[config.mk]
export PLATFORM = sky130hd
export DESIGN_NAME = demux_stream_1ton_flat
export DESIGN_NICKNAME = d
export VERILOG_FILES = /design/src/rtl/demux_stream_1ton_if.sv /design/src/rtl/demux_stream_1ton.sv /design/src/flat_wrapper.sv
export SDC_FILE = /design/constraint.sdc
export NUM_CORES = 1
export LEC_CHECK = 0
export BUFFER_PORTS_ARGS = -buffer_cell sky130_fd_sc_hd__buf_2
export CAP_MARGIN = 25
export CORE_MARGIN = 8
export CORE_UTILIZATION = 44
export DETAILED_ROUTE_END_ITERATION = 16
export GPL_ROUTABILITY_DRIVEN = 0
export PLACE_DENSITY_LB_ADDON = 0.08
export SYNTH_ARGS = -nofsm -noshare
export SYNTH_HDL_FRONTEND = slang
export SYNTH_SLANG_ARGS = --single-unit
[constraint.sdc]
create_clock -name clk -period 3.25 [get_ports clk]
set_input_delay 0.975 -clock clk [delete_from_list [all_inputs] [get_ports clk]]
set_output_delay 0.975 -clock clk [all_outputs]
set_load 0.03 [all_outputs]
[src/rtl/demux_stream_1ton_if.sv]
// Stream bundle for the 1-to-N demultiplexer: one producer-facing input
// channel and N consumer-facing output channels, each with valid/ready.
interface demux_stream_1ton_if #(
    parameter int WIDTH = 8,
    parameter int N     = 4,
    parameter int SEL_W = 2
);
    logic                 in_valid;
    logic                 in_ready;
    logic [WIDTH-1:0]     in_data;
    logic [SEL_W-1:0]     in_sel;
    logic                 in_bcast;
    logic [N-1:0]         out_valid;
    logic [N-1:0]         out_ready;
    logic [N*WIDTH-1:0]   out_data;

    // Environment side: drives the producer inputs and the consumer readies.
    modport master (
        output in_valid, in_data, in_sel, in_bcast, out_ready,
        input  in_ready, out_valid, out_data
    );

    // Demux side.
    modport slave (
        input  in_valid, in_data, in_sel, in_bcast, out_ready,
        output in_ready, out_valid, out_data
    );
endinterface

[src/rtl/demux_stream_1ton.sv]
// Registered 1-to-N stream demultiplexer with broadcast, per-channel
// backpressure, a one-entry holding stage and a saturating drop counter
// for out-of-range channel selects.
module demux_stream_1ton #(
    parameter int WIDTH = 8,
    parameter int N     = 4,
    parameter int SEL_W = 2,
    parameter int CNT_W = 8
) (
    input  logic                clk,
    input  logic                rst,
    demux_stream_1ton_if.slave  bus,
    output logic                busy,
    output logic [CNT_W-1:0]    err_cnt
);

    // EMPTY/HOLD is fully implied by the pending mask; no separate state flop.
    typedef enum logic {
        S_EMPTY = 1'b0,
        S_HOLD  = 1'b1
    } state_e;

    logic [WIDTH-1:0] data_q, data_d;
    logic [N-1:0]     pend_q, pend_d;
    logic [CNT_W-1:0] err_cnt_q, err_cnt_d;
    logic [N-1:0]     pend_next;
    logic [N-1:0]     sel_onehot;
    logic             in_ready;
    logic             accept;
    state_e           state;

    // Decode in_sel; an all-zero result means the select is out of range.
    always_comb begin
        for (int i = 0; i < N; i++) begin
            sel_onehot[i] = (bus.in_sel == SEL_W'(i));
        end
    end

    // Drain the pending mask, decide acceptance and compute the next state.
    always_comb begin
        // NOTE: every signal gets a default before any branch so no latch is inferred.
        pend_next = pend_q & ~(pend_q & bus.out_ready);
        in_ready  = ~rst & (pend_next == '0);
        accept    = bus.in_valid & in_ready;
        pend_d    = pend_next;
        data_d    = data_q;
        err_cnt_d = err_cnt_q;
        if (accept) begin
            if (bus.in_bcast) begin
                pend_d = '1;
                data_d = bus.in_data;
            end else if (|sel_onehot) begin
                pend_d = sel_onehot;
                data_d = bus.in_data;
            end else begin
                // Dropped word: nothing becomes pending, data register keeps its value.
                pend_d = '0;
                if (err_cnt_q != '1) begin
                    err_cnt_d = err_cnt_q + CNT_W'(1);
                end
            end
        end
    end

    // State registers with synchronous reset; a reset discards any pending word.
    always_ff @(posedge clk) begin
        // NOTE: non-blocking assignments so every flop samples pre-edge values.
        if (rst) begin
            // NOTE: data_q is a single word, so clearing it is cheap and keeps out_data at 0 after reset.
            data_q    <= '0;
            pend_q    <= '0;
            err_cnt_q <= '0;
        end else begin
            data_q    <= data_d;
            pend_q    <= pend_d;
            err_cnt_q <= err_cnt_d;
        end
    end

    // Outputs: valid straight from the pending mask, idle lanes forced to zero.
    always_comb begin
        bus.out_data = '0;
        for (int i = 0; i < N; i++) begin
            if (pend_q[i]) begin
                bus.out_data[i*WIDTH +: WIDTH] = data_q;
            end
        end
        bus.out_valid = pend_q;
        bus.in_ready  = in_ready;
        state         = (pend_q == '0) ? S_EMPTY : S_HOLD;
        busy          = (state == S_HOLD);
        err_cnt       = err_cnt_q;
    end

endmodule

[src/flat_wrapper.sv]
// flat-port wrapper written by rule: the top's interface ports become plain ports
module demux_stream_1ton_flat 
#(
    parameter int WIDTH = 8,
    parameter int N     = 4,
    parameter int SEL_W = 2,
    parameter int CNT_W = 8
)
  (clk, rst, busy, err_cnt, bus_in_valid, bus_in_data, bus_in_sel, bus_in_bcast, bus_out_ready, bus_in_ready, bus_out_valid, bus_out_data);
  demux_stream_1ton_if #(.WIDTH(WIDTH), .N(N), .SEL_W(SEL_W)) bus_i ();
  input  logic clk;
  input  logic rst;
  output logic busy;
  output logic [CNT_W-1:0] err_cnt;
  input wire logic [$bits(bus_i.in_valid)-1:0] bus_in_valid;
  input wire logic [$bits(bus_i.in_data)-1:0] bus_in_data;
  input wire logic [$bits(bus_i.in_sel)-1:0] bus_in_sel;
  input wire logic [$bits(bus_i.in_bcast)-1:0] bus_in_bcast;
  input wire logic [$bits(bus_i.out_ready)-1:0] bus_out_ready;
  output wire logic [$bits(bus_i.in_ready)-1:0] bus_in_ready;
  output wire logic [$bits(bus_i.out_valid)-1:0] bus_out_valid;
  output wire logic [$bits(bus_i.out_data)-1:0] bus_out_data;
  assign bus_i.in_valid = bus_in_valid;
  assign bus_i.in_data = bus_in_data;
  assign bus_i.in_sel = bus_in_sel;
  assign bus_i.in_bcast = bus_in_bcast;
  assign bus_i.out_ready = bus_out_ready;
  assign bus_in_ready = bus_i.in_ready;
  assign bus_out_valid = bus_i.out_valid;
  assign bus_out_data = bus_i.out_data;
  demux_stream_1ton #(.WIDTH(WIDTH), .N(N), .SEL_W(SEL_W), .CNT_W(CNT_W)) u_core (.clk(clk), .rst(rst), .bus(bus_i), .busy(busy), .err_cnt(err_cnt));
endmodule
### Word-level counts from Yosys, hierarchy flattened

Cells that the tools add are included.

| cells by class | value |
|---|---|
| add/subtract/negate cells | 1 |
| equal/unequal tests | 4 |
| multiplexer cells | 10 |
| bitwise gates (word level) | 8 |
| reductions and logical operators | 7 |

Operators by type and width:

| kind | count |
|---|---|
| 2-to-1 mux 8 bit | 6 |
| 2-to-1 mux 4 bit | 3 |
| adder 8 x 1 -> 8 bit (second input constant) | 1 |
| AND 4 bit | 2 |
| logical NOT 4 bit | 2 |
| inequality test 8 bit (second input constant) | 1 |
| == test 2 bit (second input constant) | 2 |
| inverter 4 bit | 1 |
| AND reduction 4 bit | 1 |
| OR reduction 4 bit | 1 |
| inverter 1 bit | 3 |
| AND 1 bit | 2 |
| == test 2 x 1 -> 1 bit (second input constant) | 1 |
| logical NOT 2 bit | 1 |
| AND reduction 2 bit | 1 |
| nonzero test 2 bit | 1 |
| 2-to-1 mux 1 bit | 1 |

| storage, ports and cells | value |
|---|---|
| flip-flop bits (word level) | 20 |
| input port bits | 18 |
| word-level logic and storage cells | 33 |

### Longest topological paths before layout

| logic depth | value |
|---|---|
| depth after elaboration | 7 |
| gate-level depth with buffers | 5 |
| depth with buffers taken out | 4 |

### Worst setup path before layout

No wires, ideal clock.

| timing | value |
|---|---|
| kind | input-to-output |
| start | input bus_out_ready[2] |
| end | output bus_in_ready |
| data arrival time | 1927 ps |
| data required time | 2275 ps |
| path slack | 348 ps |
| stages | 4 |
| path through | and2b_1 > nor4_4 > buf_4 > and2_1 |

| on the way | value |
|---|---|
| cells in the longest elaborated chain, start to end | 5 |

RTL lines:

| element | RTL line | RTL |
|---|---|---|
| start: declaration | flat_wrapper.sv:19 | `input wire logic [$bits(bus_i.out_ready)-1:0] bus_out_ready;` |
| AND 4 bit | demux_stream_1ton.sv:42 | `pend_next = pend_q & ~(pend_q & bus.out_ready);` |
| inverter 4 bit | demux_stream_1ton.sv:42 |  |
| AND 4 bit | demux_stream_1ton.sv:42 |  |
| logical NOT 4 bit | demux_stream_1ton.sv:43 | `in_ready = ~rst & (pend_next == '0);` |
| AND 1 bit | demux_stream_1ton.sv:43 |  |
| end: declaration | flat_wrapper.sv:20 | `output wire logic [$bits(bus_i.in_ready)-1:0] bus_in_ready;` |

Every way passes these cells.

### Worst setup path in the final report

Ends and elaborated chain as after synthesis.

==> impl_metrics.tcl <==
set metrics [dict create \
    min_to "u_core.err_cnt[1]" \
    status "finished clean" \
    crit_fanout 2 \
    syn_area_per_cell_sq_um 8.61 \
    yosysUniqueCellTypes 21 \
    clock_skew_ns 0.00352 \
    wl_um 2770 \
    die-area_sq_mm 0.00392 \
    stdcell_area_sq_mm 0.00133 \
    syn_to_final_growth_pct 39.1 \
    r2r-start "u_core.bus.out_valid[2]" \
    min_period_ns 2.87 \
    die_h_um 62.6 \
    die_w_um 62.6 \
    crit_type "input port to primary output" \
    hold_class "register to register" \
    ctsResizeCount 0 \
    cts_max_path_buffers 2 \
    fin_cells 203 \
    ys_seq_area_share_pct 41.9 \
    ant_nets 0 \
    core_sq_mm 0.00213 \
    worstPathArrival_ns 1.89 \
    dpl-instance-area_sq_mm 0.00129 \
    drcViolationCount 0 \
    cts.clk_slew.worst_paths_ns 0.10 \
    grt_max_degree 19 \
    p_comb_share_pct 21.9 \
    cts_tree "done" \
    cts_root_buffer "clkbuf_4" \
    num_vias 969 \
    switching_share_pct 30.0 \
    min_from "u_core.err_cnt[1]" \
    cts_made_buffers 3 \
    nets 194 \
    rr_worst_depth 5 \
    worst_slew_pin_slew_ns 0.359 \
    io_buffers 63 \
    synth_nets 129 \
    worst_setup_path_start_kind "input port" \
    cap_violations 0 \
    ys_ff_latch 20 \
    reg2reg_to "u_core.data_q[4]" \
    grt_pass1_wl_um 4580 \
    synth_warnings 0 \
    hold_viol_final 0 \
    seq_area_sq_um 400 \
    fmax_ghz 0.349 \
    num_rows 17 \
    finalMaxSlewViolations 0 \
    busiest_layer "met2" \
    vdd_drop_max_mv 0.208 \
    clkSinkCount 20 \
    vias_per_cell 4.77 \
    n_antenna_cell 0 \
    setup_tns_ns 0 \
    num_io_pins 64 \
    grt_util_all_layers_pct 13.8 \
    dr.first_iter.drc_count 30 \
    first_pass_iters 4 \
    end_kind "primary output" \
    multiInputGateArea_sq_um 520 \
    clk_latency_ns 0.28 \
    grt_use_met1_pct 14.9 \
    postSynthCellCount 111 \
    slew_headroom_pct 76.0 \
    final_cell_mix "buf_2, and2_1, dfxtp_1" \
    synth_area_sq_um 956 \
    grt-ovfl-total 0 \
    hold_depth 1 \
    layout_setup_ws_ns 0.383 \
    hold_buffers 0 \
    grt_pass1_vias 960 \
    final_common_cell "buf_2" \
    grt_use_met3_pct 5.91 \
    clock_power_share_pct 25.7 \
    switching_power_uw 158 \
    finalSetupViolCount 0 \
    post-route-util_pct 62.5 \
    fillers 215 \
    r2r_slack_ns 1.44 \
    rsz0062_at_grt "false" \
    wl_per_cell_um 13.6 \
    postCtsSetupBuffers 0 \
    leakage_uw 0.000726 \
    initial_utilization_pct 44.9 \
    dp.cells 199 \
    post-route-period-util_pct 88.2 \
    drive_gt1_share_pct 40.6 \
    powerDensity_mw_per_mm2 395 \
    crit_required_ns 2.27 \
    place_ws_ns 0.386 \
    power.internal_uw 367 \
    pwr-share-seq_pct 52.3 \
    antenna_found_initial 0 \
    cts.htree.levels 1 \
    grtUsageMet2_pct 24.1 \
]
==> worst max-delay path, cell delays in order <==
cell,delay (ns)
buf_2,0.07
and2b_1,0.20
nor4_4,0.28
and2_1,0.17
buf_2,0.19
==> how the worst max path moves through the flow <==
stage | from | end | slack, ns | cells past startpoint
floorplan | bus_out_ready[2] | bus_in_ready | 0.35 | 4
global placement | bus_out_ready[2] | bus_in_ready | 0.40 | 5
detailed placement | bus_out_ready[2] | bus_in_ready | 0.39 | 5
CTS | bus_out_ready[2] | bus_in_ready | 0.38 | 5
global route | bus_out_ready[2] | bus_in_ready | 0.35 | 5
finish | bus_out_ready[2] | bus_in_ready | 0.38 | 5
==> power by group through the flow <==
stage | combinational [uW] | clock, uW | sequential [uW]
after floorplan | 73.3 | 0 | 281
after global placement | 113 | 0 | 279
after detailed placement | 116 | 0 | 281
after CTS | 116 | 141 | 275
after global routing | 125 | 151 | 278
final | 115 | 135 | 275
==> through the flow <==
stage | total power (uW) | hold slack (ns)
after floorplan | 355 | 0.457
after global placement | 392 | 0.449
after detailed placement | 396 | 0.450
after CTS | 532 | 0.473
after global routing | 554 | 0.481
final | 525 | 0.467
==> sequential cells by signal (all words and copies together), names as in the netlist <==
name	count
u_core.err_cnt	8
u_core.data_q	8
u_core.bus.out_valid	4
==> routing by layer <==
layer / vias to the layer above / routed length, um
li1: 499 / -
met1: 432 / 1230
met2: 36 / 1290
met3: 2 / 237
met4: 0 / 8
met5: - / 0
==> cell type report <==
class	instances	area share [%]
tap	28	2.63
clock buffer	4	2.73
sequential	20	30.1
timing repair buffer	65	24.8
inverter	2	0.564
multi-input combinational	84	39.1
==> cells by family after synthesis <==
logic type / share of synthesized area, %
and+or+nand+nor: 41.8
DFF: 41.9
AOI/OAI and AO/OA: 12.7
buffers and inverters: 3.66
==> Yosys cell counts (all sizes together) <==
cell type	n	share of area, %
and2	34	22
dfxtp	20	42
nor2b	9	6.2
nand2	8	3.1
a21oi	5	2.6
nand4	5	3.3
o21ai	5	2.6
nor2	4	1.6
a31o	3	2.7
and2b	3	2.4
buf	3	2.1
a22o	2	1.8
a31oi	2	1.3
clkbuf	2	0.79
o21bai	2	1.6
clkinv	1	0.39
inv	1	0.39
nor4	1	2.2
or4	1	0.79
No activity file was read; power rests on OpenSTA's default activity.
